## config.mk

```make
export PLATFORM = sky130hd
export DESIGN_NAME = shu_pipe_flat
export DESIGN_NICKNAME = d
export VERILOG_FILES = /design/src/rtl/shu_pipe_if.sv /design/src/rtl/shu_pipe.sv /design/src/flat_wrapper.sv
export SDC_FILE = /design/constraint.sdc
export NUM_CORES = 1
export LEC_CHECK = 0
export CORE_ASPECT_RATIO = 1.75
export CORE_MARGIN = 4
export CORE_UTILIZATION = 30
export DETAILED_ROUTE_END_ITERATION = 10
export PLACE_DENSITY = 0.55
export SLEW_MARGIN = 20
export SYNTH_ARGS = -nofsm -noshare
export SYNTH_HDL_FRONTEND = slang
export SYNTH_SLANG_ARGS = --single-unit
```

## constraint.sdc

```tcl
create_clock -name clk -period 2.01 [get_ports clk]
set_input_delay 0.201 -clock clk [delete_from_list [all_inputs] [get_ports clk]]
set_output_delay 0.201 -clock clk [all_outputs]
set_load 0.02 [all_outputs]
```

## src/rtl/shu_pipe_if.sv

```systemverilog
// Request/result channel of the pipelined shift unit shu_pipe.
// Both directions: a beat transfers on a rising edge where valid && ready; the source holds its payload steady while valid is high and not yet accepted.
interface shu_pipe_if #(
    parameter int N = 32
);
    localparam int K = $clog2(N);

    logic         in_valid;
    logic         in_ready;
    logic [N-1:0] a;
    logic [K-1:0] b;
    logic [1:0]   op;
    logic         out_valid;
    logic         out_ready;
    logic [N-1:0] r;

    modport master (
        output in_valid, a, b, op, out_ready,
        input  in_ready, out_valid, r
    );

    modport slave (
        input  in_valid, a, b, op, out_ready,
        output in_ready, out_valid, r
    );
endinterface

```

## src/rtl/shu_pipe.sv

```systemverilog
// Two-stage sll/srl/sra shifter; right shifts reuse the left-shift datapath by bit-reversal.
// Define SHU_ROTATE_EN to make op=11 a rotate right; otherwise op=11 behaves as sll.
module shu_pipe #(
    parameter  int N = 32,
    localparam int K = $clog2(N)
) (
    input logic        clk,
    input logic        rst_n,
    shu_pipe_if.slave  bus
);
    typedef enum logic [1:0] {
        OP_SLL = 2'b00,
        OP_SRL = 2'b01,
        OP_SRA = 2'b10,
        OP_ROR = 2'b11
    } op_e;

    function automatic logic [N-1:0] bitrev(input logic [N-1:0] v);
        logic [N-1:0] o;
        for (int i = 0; i < N; i++) o[i] = v[N-1-i];
        return o;
    endfunction

    // Upper half of {x, lo} << amt: lo supplies the bits shifted in at the bottom.
    function automatic logic [N-1:0] shl_fill(input logic [N-1:0] x,
                                              input logic [N-1:0] lo,
                                              input logic [K-1:0] amt);
        logic [2*N-1:0] t;
        t = {x, lo} << amt;
        return t[2*N-1:N];
    endfunction

    function automatic logic is_right(input logic [1:0] op);
        logic res;
        res = (op == OP_SRL) || (op == OP_SRA);
`ifdef SHU_ROTATE_EN
        res = res || (op == OP_ROR);
`endif
        return res;
    endfunction

    logic         s1_valid;
    logic [N-1:0] s1_x;
    logic [K-3:0] s1_bhi;
    logic [1:0]   s1_op;
    logic         s1_f;

    logic         s2_valid;
    logic [N-1:0] r_q;

    logic         s1_adv;
    logic         s2_adv;

    logic         right1;
    logic         f1;
    logic [N-1:0] x0;
    logic [N-1:0] lo1;
    logic [N-1:0] x1;

    logic [N-1:0] lo2;
    logic [N-1:0] y2;
    logic [N-1:0] res2;

    assign s2_adv        = !s2_valid || bus.out_ready;
    assign s1_adv        = !s1_valid || s2_adv;
    assign bus.in_ready  = s1_adv;
    assign bus.out_valid = s2_valid;
    assign bus.r         = r_q;

    // Stage 1: orient the operand and apply the fine (0..3) part of the shift.
    always_comb begin
        right1 = is_right(bus.op);
        x0     = right1 ? bitrev(bus.a) : bus.a;
        f1     = (bus.op == OP_SRA) && bus.a[N-1];
        lo1    = {N{f1}};
`ifdef SHU_ROTATE_EN
        if (bus.op == OP_ROR) lo1 = x0;
`endif
        x1     = shl_fill(x0, lo1, {{(K-2){1'b0}}, bus.b[1:0]});
    end

    // Stage 2: coarse shift by multiples of four, then undo the reversal.
    always_comb begin
        lo2 = {N{s1_f}};
`ifdef SHU_ROTATE_EN
        if (s1_op == OP_ROR) lo2 = s1_x;
`endif
        y2   = shl_fill(s1_x, lo2, {s1_bhi, 2'b00});
        res2 = is_right(s1_op) ? bitrev(y2) : y2;
    end

    always_ff @(posedge clk or negedge rst_n) begin
        if (!rst_n) begin
            s1_valid <= 1'b0;
            s1_x     <= '0;
            s1_bhi   <= '0;
            s1_op    <= '0;
            s1_f     <= 1'b0;
        end else if (s1_adv) begin
            s1_valid <= bus.in_valid;
            if (bus.in_valid) begin
                s1_x   <= x1;
                s1_bhi <= bus.b[K-1:2];
                s1_op  <= bus.op;
                s1_f   <= f1;
            end
        end
    end

    // r only changes when a new result moves in, so it holds across backpressure.
    always_ff @(posedge clk or negedge rst_n) begin
        if (!rst_n) begin
            s2_valid <= 1'b0;
            r_q      <= '0;
        end else if (s2_adv) begin
            s2_valid <= s1_valid;
            if (s1_valid) r_q <= res2;
        end
    end
endmodule

```

## src/flat_wrapper.sv

```systemverilog
// flat-port wrapper written by rule: the top's interface ports become plain ports
module shu_pipe_flat 
#(
    parameter  int N = 32,
    localparam int K = $clog2(N)
)
  (clk, rst_n, bus_in_valid, bus_a, bus_b, bus_op, bus_out_ready, bus_in_ready, bus_out_valid, bus_r);
  shu_pipe_if #(.N(N)) bus_i ();
  input logic clk;
  input logic rst_n;
  input wire logic [$bits(bus_i.in_valid)-1:0] bus_in_valid;
  input wire logic [$bits(bus_i.a)-1:0] bus_a;
  input wire logic [$bits(bus_i.b)-1:0] bus_b;
  input wire logic [$bits(bus_i.op)-1:0] bus_op;
  input wire logic [$bits(bus_i.out_ready)-1:0] bus_out_ready;
  output wire logic [$bits(bus_i.in_ready)-1:0] bus_in_ready;
  output wire logic [$bits(bus_i.out_valid)-1:0] bus_out_valid;
  output wire logic [$bits(bus_i.r)-1:0] bus_r;
  assign bus_i.in_valid = bus_in_valid;
  assign bus_i.a = bus_a;
  assign bus_i.b = bus_b;
  assign bus_i.op = bus_op;
  assign bus_i.out_ready = bus_out_ready;
  assign bus_in_ready = bus_i.in_ready;
  assign bus_out_valid = bus_i.out_valid;
  assign bus_r = bus_i.r;
  shu_pipe #(.N(N)) u_core (.clk(clk), .rst_n(rst_n), .bus(bus_i));
endmodule
```

# --- After elaboration in Yosys (flattened, before gate mapping) ---
# Index checks and enable logic that the tools add are counted.
classes:
  n_reduce_logical: 9
  n_mux: 2
  eq_ne: 4
  bitwise: 0
  magnitude_cmp: 0
  div: 0
  multipliers: 0
  add_sub_neg: 0
  shift: 2
ops:
  columns: ["cell", "count"]
  rows:
  - ["2-to-1 mux 32 bit", 2]
  - ["left shift 64 x 2 -> 64 bit", 1]
  - ["left shift 64 x 5 -> 64 bit", 1]
  - ["== test 2 x 1 -> 1 bit, second input constant", 2]
  - ["== test 2 bit, second input constant", 2]
  - ["logical OR 1 bit", 4]
  - ["AND reduction 2 bit", 2]
  - ["logical NOT 1 bit", 2]
  - ["logical AND 1 bit", 1]
totals:
  romBits: 0
  latchBits: 0
  ramBits: 0
  output_inout_bits: 34
  ff_bits: 72
  n_memories: 0
  inputBits: 43

# --- Longest topological paths before layout ---
depth:
  word_depth: 4
  mapped_depth: 8
  mapped_depth_nobuf: 6

# --- Worst setup path before layout ---
# OpenSTA, ideal clock, no wires.
synth_path:
  path_kind: "input-to-reg"
  start: "input bus_op[0]"
  end: "register u_core.s1_x[25]"
  arrival_ns: 1.664
  path_slack_ns: 0.212
  path_stages: 7
  path_buffers: 2
  t_required_ns: 1.876
  path_cell_list: "inv_1 > ha_1 > buf_2 > buf_2 > mux4_2 > mux2i_1 > o21ai_0"
synth_via:
  elab_chain_len: 4
synth_lines:
  columns: ["item", "line", "rtl"]
  rows:
  - ["from (decl)", "flat_wrapper.sv:14", "input wire logic [$bits(bus_i.op)-1:0] bus_op;"]
  - ["== test 2 x 1 -> 1 bit or == test 2 bit (tied branches)", "shu_pipe.sv:35, shu_pipe.sv:74", null]
  - ["logical OR 1 bit", "shu_pipe.sv:35", "res = (op == OP_SRL) || (op == OP_SRA);"]
  - ["2-to-1 mux 32 bit", "shu_pipe.sv:73", "x0 = right1 ? bitrev(bus.a) : bus.a;"]
  - ["left shift 64 x 2 -> 64 bit *", "shu_pipe.sv:29", "t = {x, lo} << amt;"]
  - ["to (signal assigned)", "shu_pipe.sv:95", "s1_x <= '0;"]
  - ["to (signal assigned)", "shu_pipe.sv:102", "s1_x <= x1;"]
  - ["to (decl)", "shu_pipe.sv:43", "logic [N-1:0] s1_x;"]
# Mark *: on every way between the ends. The rest lies on a longest branch, timed or not.
# A chain may end at the register's enable or synchronous reset.

# --- Worst setup path after layout ---
layout_path:
  start: "input bus_op[0]"
  end: "register u_core.s1_x[18]"
# The elaborated chain is that of the path after synthesis.

==> flow_summary.json <==
{
  "crit_type": "input port to register",
  "final_max_slew_viol_count": 0,
  "setup_viol": 0,
  "antennaDiodeCount": 0,
  "grt_max_degree": 73,
  "clock-root-buffer": "clkbuf_16",
  "die-area_mm2": 0.01845,
  "relSlewSlack_pct": 59.90,
  "drc": 0,
  "insertion_delay_ns": 0.34,
  "synth_ff_type": "dfrtp_1",
  "ant_nets": 0,
  "r2r_cells": 5,
  "wl_per_cell_um": 20.68,
  "p_leak_nw": 2.642,
  "clk_pin_slew_ns": 0.07,
  "grt_pass1_wl_um": 23690,
  "synthTopCellsByArea": "dfrtp_1 37%, mux4_2 14%, mux2i_1 9.8%, mux2_2 5.1%, o21ai_0 4.0%",
  "async_flop_share_pct": 100.0,
  "highest_layer": "met4",
  "rows": 61,
  "required_ns": 2.24,
  "globalRouteTotalUtil_pct": 16.58,
  "synth.distinct_cells": 42,
  "die_h_um": 176.7,
  "synth_top_area_share_pct": 36.93,
  "post-route-min-period_ns": 1.883,
  "placed_cell_area_mm2": 0.006026,
  "crit_path_end_kind": "register",
  "yosysSeqAreaShare_pct": 36.93,
  "routabilityCongestion": 0.9180,
  "area.sequential_mm2": 0.001802,
  "tightest_slew_ns": 0.5993,
  "clock-sinks": 72,
  "grt_pass1_vias": 4281,
  "min_path_type": "input port to async pin",
  "r2r-start": "u_core.s1_bhi[0]$_DFFE_PN0P_",
  "peakVddDrop_mv": 0.3585,
  "synth_compound_area_share_pct": 18.29,
  "syn-cell-area_mm2": 0.004878,
  "synthAdderAreaFrac_pct": 0.2565,
  "drtPass1Iterations": 4,
  "final.setup.tns_ns": 0,
  "worstSetupStartpointType": "input port",
  "ff2ff_setup_slack_ns": 0.17,
  "hpwlAfterDp_um": 12210,
  "drtIter0Drc": 195,
  "routed_wl_um": 15260,
  "setup_slack_ns": 0.1271,
  "r2r_end": "u_core.bus.r[25]$_DFFE_PN0P_",
  "crit_fanout": 15,
  "grt_setup_unrepaired": "false",
  "status": "completed",
  "grt_overflow_total": 0,
  "clockBufferDepth": 2,
  "yosysWarnings": 0,
  "yosysTopAreaCell": "dfrtp_1",
  "hold_slack_ns": 0.4111,
  "synth_edf_count": 0,
  "fin_area_mm2": 0.006389,
  "wl_met3_um": 537,
  "cts_htree_levels": 3,
  "ys_seq_elements": 72,
  "hold_viol_final": 0,
  "port_buffers": 76,
  "core_area_mm2": 0.01595,
  "critPathArrivalTime_ns": 2.12,
  "routed_via_density": 5.610,
  "cap_violations": 0,
  "fin_crit_sh_pct": 93.68,
  "start_util_pct": 30.58,
  "p_per_area_mw_per_mm2": 1056,
  "die_x_um": 104.4,
  "dr_total_vias": 4140,
  "nNetsFinal": 588,
  "antenna_found_initial": 0,
  "synth_top_family_by_area": "multiplexers",
  "wl_met2_um": 8543,
  "syn2layout_area_growth_pct": 30.96,
  "synth-xor-area-share_pct": 0.5386,
  "max_freq_mhz": 531.1,
  "yosys.area_share.simple_pct": 9.156,
  "drive_above_1_share_pct": 22.04,
  "cts_tree": "done",
  "finalPower_mw": 6.747,
  "final.setup_skew_ns": 0.01044,
  "multi_input_area_mm2": 0.002877,
  "wl_met1_um": 5418,
  "syn_inst": 458,
  "cts_made_buffers": 9,
  "synth_mux_area_share_pct": 30.24,
  "io_pins": 77,
  "synthesis.nets": 502,
  "pre_cts_slack_ns": -0.3528,
  "fillers": 1574,
  "syn_area_per_cell_um2": 10.65
}
==> synth_stat cells (4+ instances only) <==
master,n
nor2_1,33
a221oi_1,8
o221ai_1,12
o21ai_0,39
nand4_1,4
a22o_1,4
mux4_2,30
mux2_2,22
nor2b_1,5
clkbuf_1,15
nand2b_1,6
a22oi_1,10
nand2_1,47
buf_1,4
a21oi_1,15
inv_1,5
o22ai_1,12
o311ai_0,4
buf_2,17
dfrtp_1,72
a221o_1,12
mux2_4,4
mux2i_1,48
==> worst max path at each step <==
stage                         start                           to  slack (ns)  cells after the start
after detailed placement  bus_op[0]  u_core.s1_x[18]$_DFFE_PN0P_       -0.35                      8
final                     bus_op[0]  u_core.s1_x[18]$_DFFE_PN0P_        0.13                      8
after global placement    bus_op[0]  u_core.s1_x[18]$_DFFE_PN0P_       -0.33                      8
after global routing      bus_op[0]  u_core.s1_x[18]$_DFFE_PN0P_        0.02                      8
after CTS                 bus_op[0]  u_core.s1_x[18]$_DFFE_PN0P_       0.006                      8
after floorplan           bus_op[0]  u_core.s1_x[25]$_DFFE_PN0P_        0.21                      7
==> per-layer routing <==
| metal | track usage (%) | vias to the layer above |
|---|---|---|
| met5 | 0 | - |
| met4 | 8.597 | 0 |
| met3 | 2.118 | 36 |
| met2 | 32.25 | 123 |
| met1 | 17.03 | 2041 |
| li1 | - | 1940 |
==> layout make-up <==
cell class | instances | area share, %
Timing Repair Buffer | 116 | 17.94
Multi-Input combinational cell | 340 | 45.03
Clock inverter | 7 | 1.312
Inverter | 5 | 0.2938
Sequential cell | 72 | 28.20
Clock buffer | 9 | 3.525
Tap cell | 189 | 3.702
==> placed cells by master, fill, tap and decap left out, drive strengths merged, types with 12 or more instances in the layout <==
master         instances
mux2                  27
clkdlybuf4s50         74
mux4                  30
dfrtp                 72
a21oi                 15
o21ai                 39
o221ai                12
a221o                 12
nand2                 47
nor2                  33
buf                   40
mux2i                 48
o22ai                 12
==> what timing repair did <==
action                                 4_1_cts  5_1_grt
hold buffers                                 1        0
setup endpoints to repair                    0       28
resized for setup                            0        3
endpoints found under the hold margin       72        0
setup buffers                                0        0
==> stage by stage <==
| step | utilization [%] | instances |
|---|---|---|
| after global routing | 40.05 | 738 |
| after CTS | 39.78 | 737 |
| after detailed placement | 37.78 | 720 |
| after global placement | 37.78 | 720 |
| after floorplan | - | 458 |
| final | 40.05 | 738 |
==> sequential cells by signal (all words and copies together), names as in the netlist <==
register and cells:
u_core.bus.r 32, u_core.s1_x 32, u_core.s1_bhi 3, u_core.s1_op 2
u_core.bus.out_valid 1, u_core.s1_f 1, u_core.s1_valid 1
==> cells by family after synthesis <==
group	after synthesis
AOI/OAI and AO/OA	127
muxes	105
and+or+nand+nor	104
DFF	72
buffers and inverters	46
xor gates and xnor gates	3
adders and majority gates	1
==> where the power goes <==
| part | total [mW] | leakage (nW) | switching, mW | internal (mW) |
|---|---|---|---|---|
| clock network | 1.66 | 0.149 | 0.680 | 0.985 |
| registers | 2.19 | 0.876 | 0.338 | 1.85 |
| logic | 2.90 | 1.62 | 1.49 | 1.40 |
==> critical path: stages <==
cell and delay (ns):
clkdlybuf4s50_1 0.45, inv_1 0.07, ha_4 0.34, buf_12 0.18, mux4_2 0.52, nor2_1 0.10
a211oi_1 0.06, a21o_1 0.18
No activity file was read; power rests on OpenSTA's default activity.
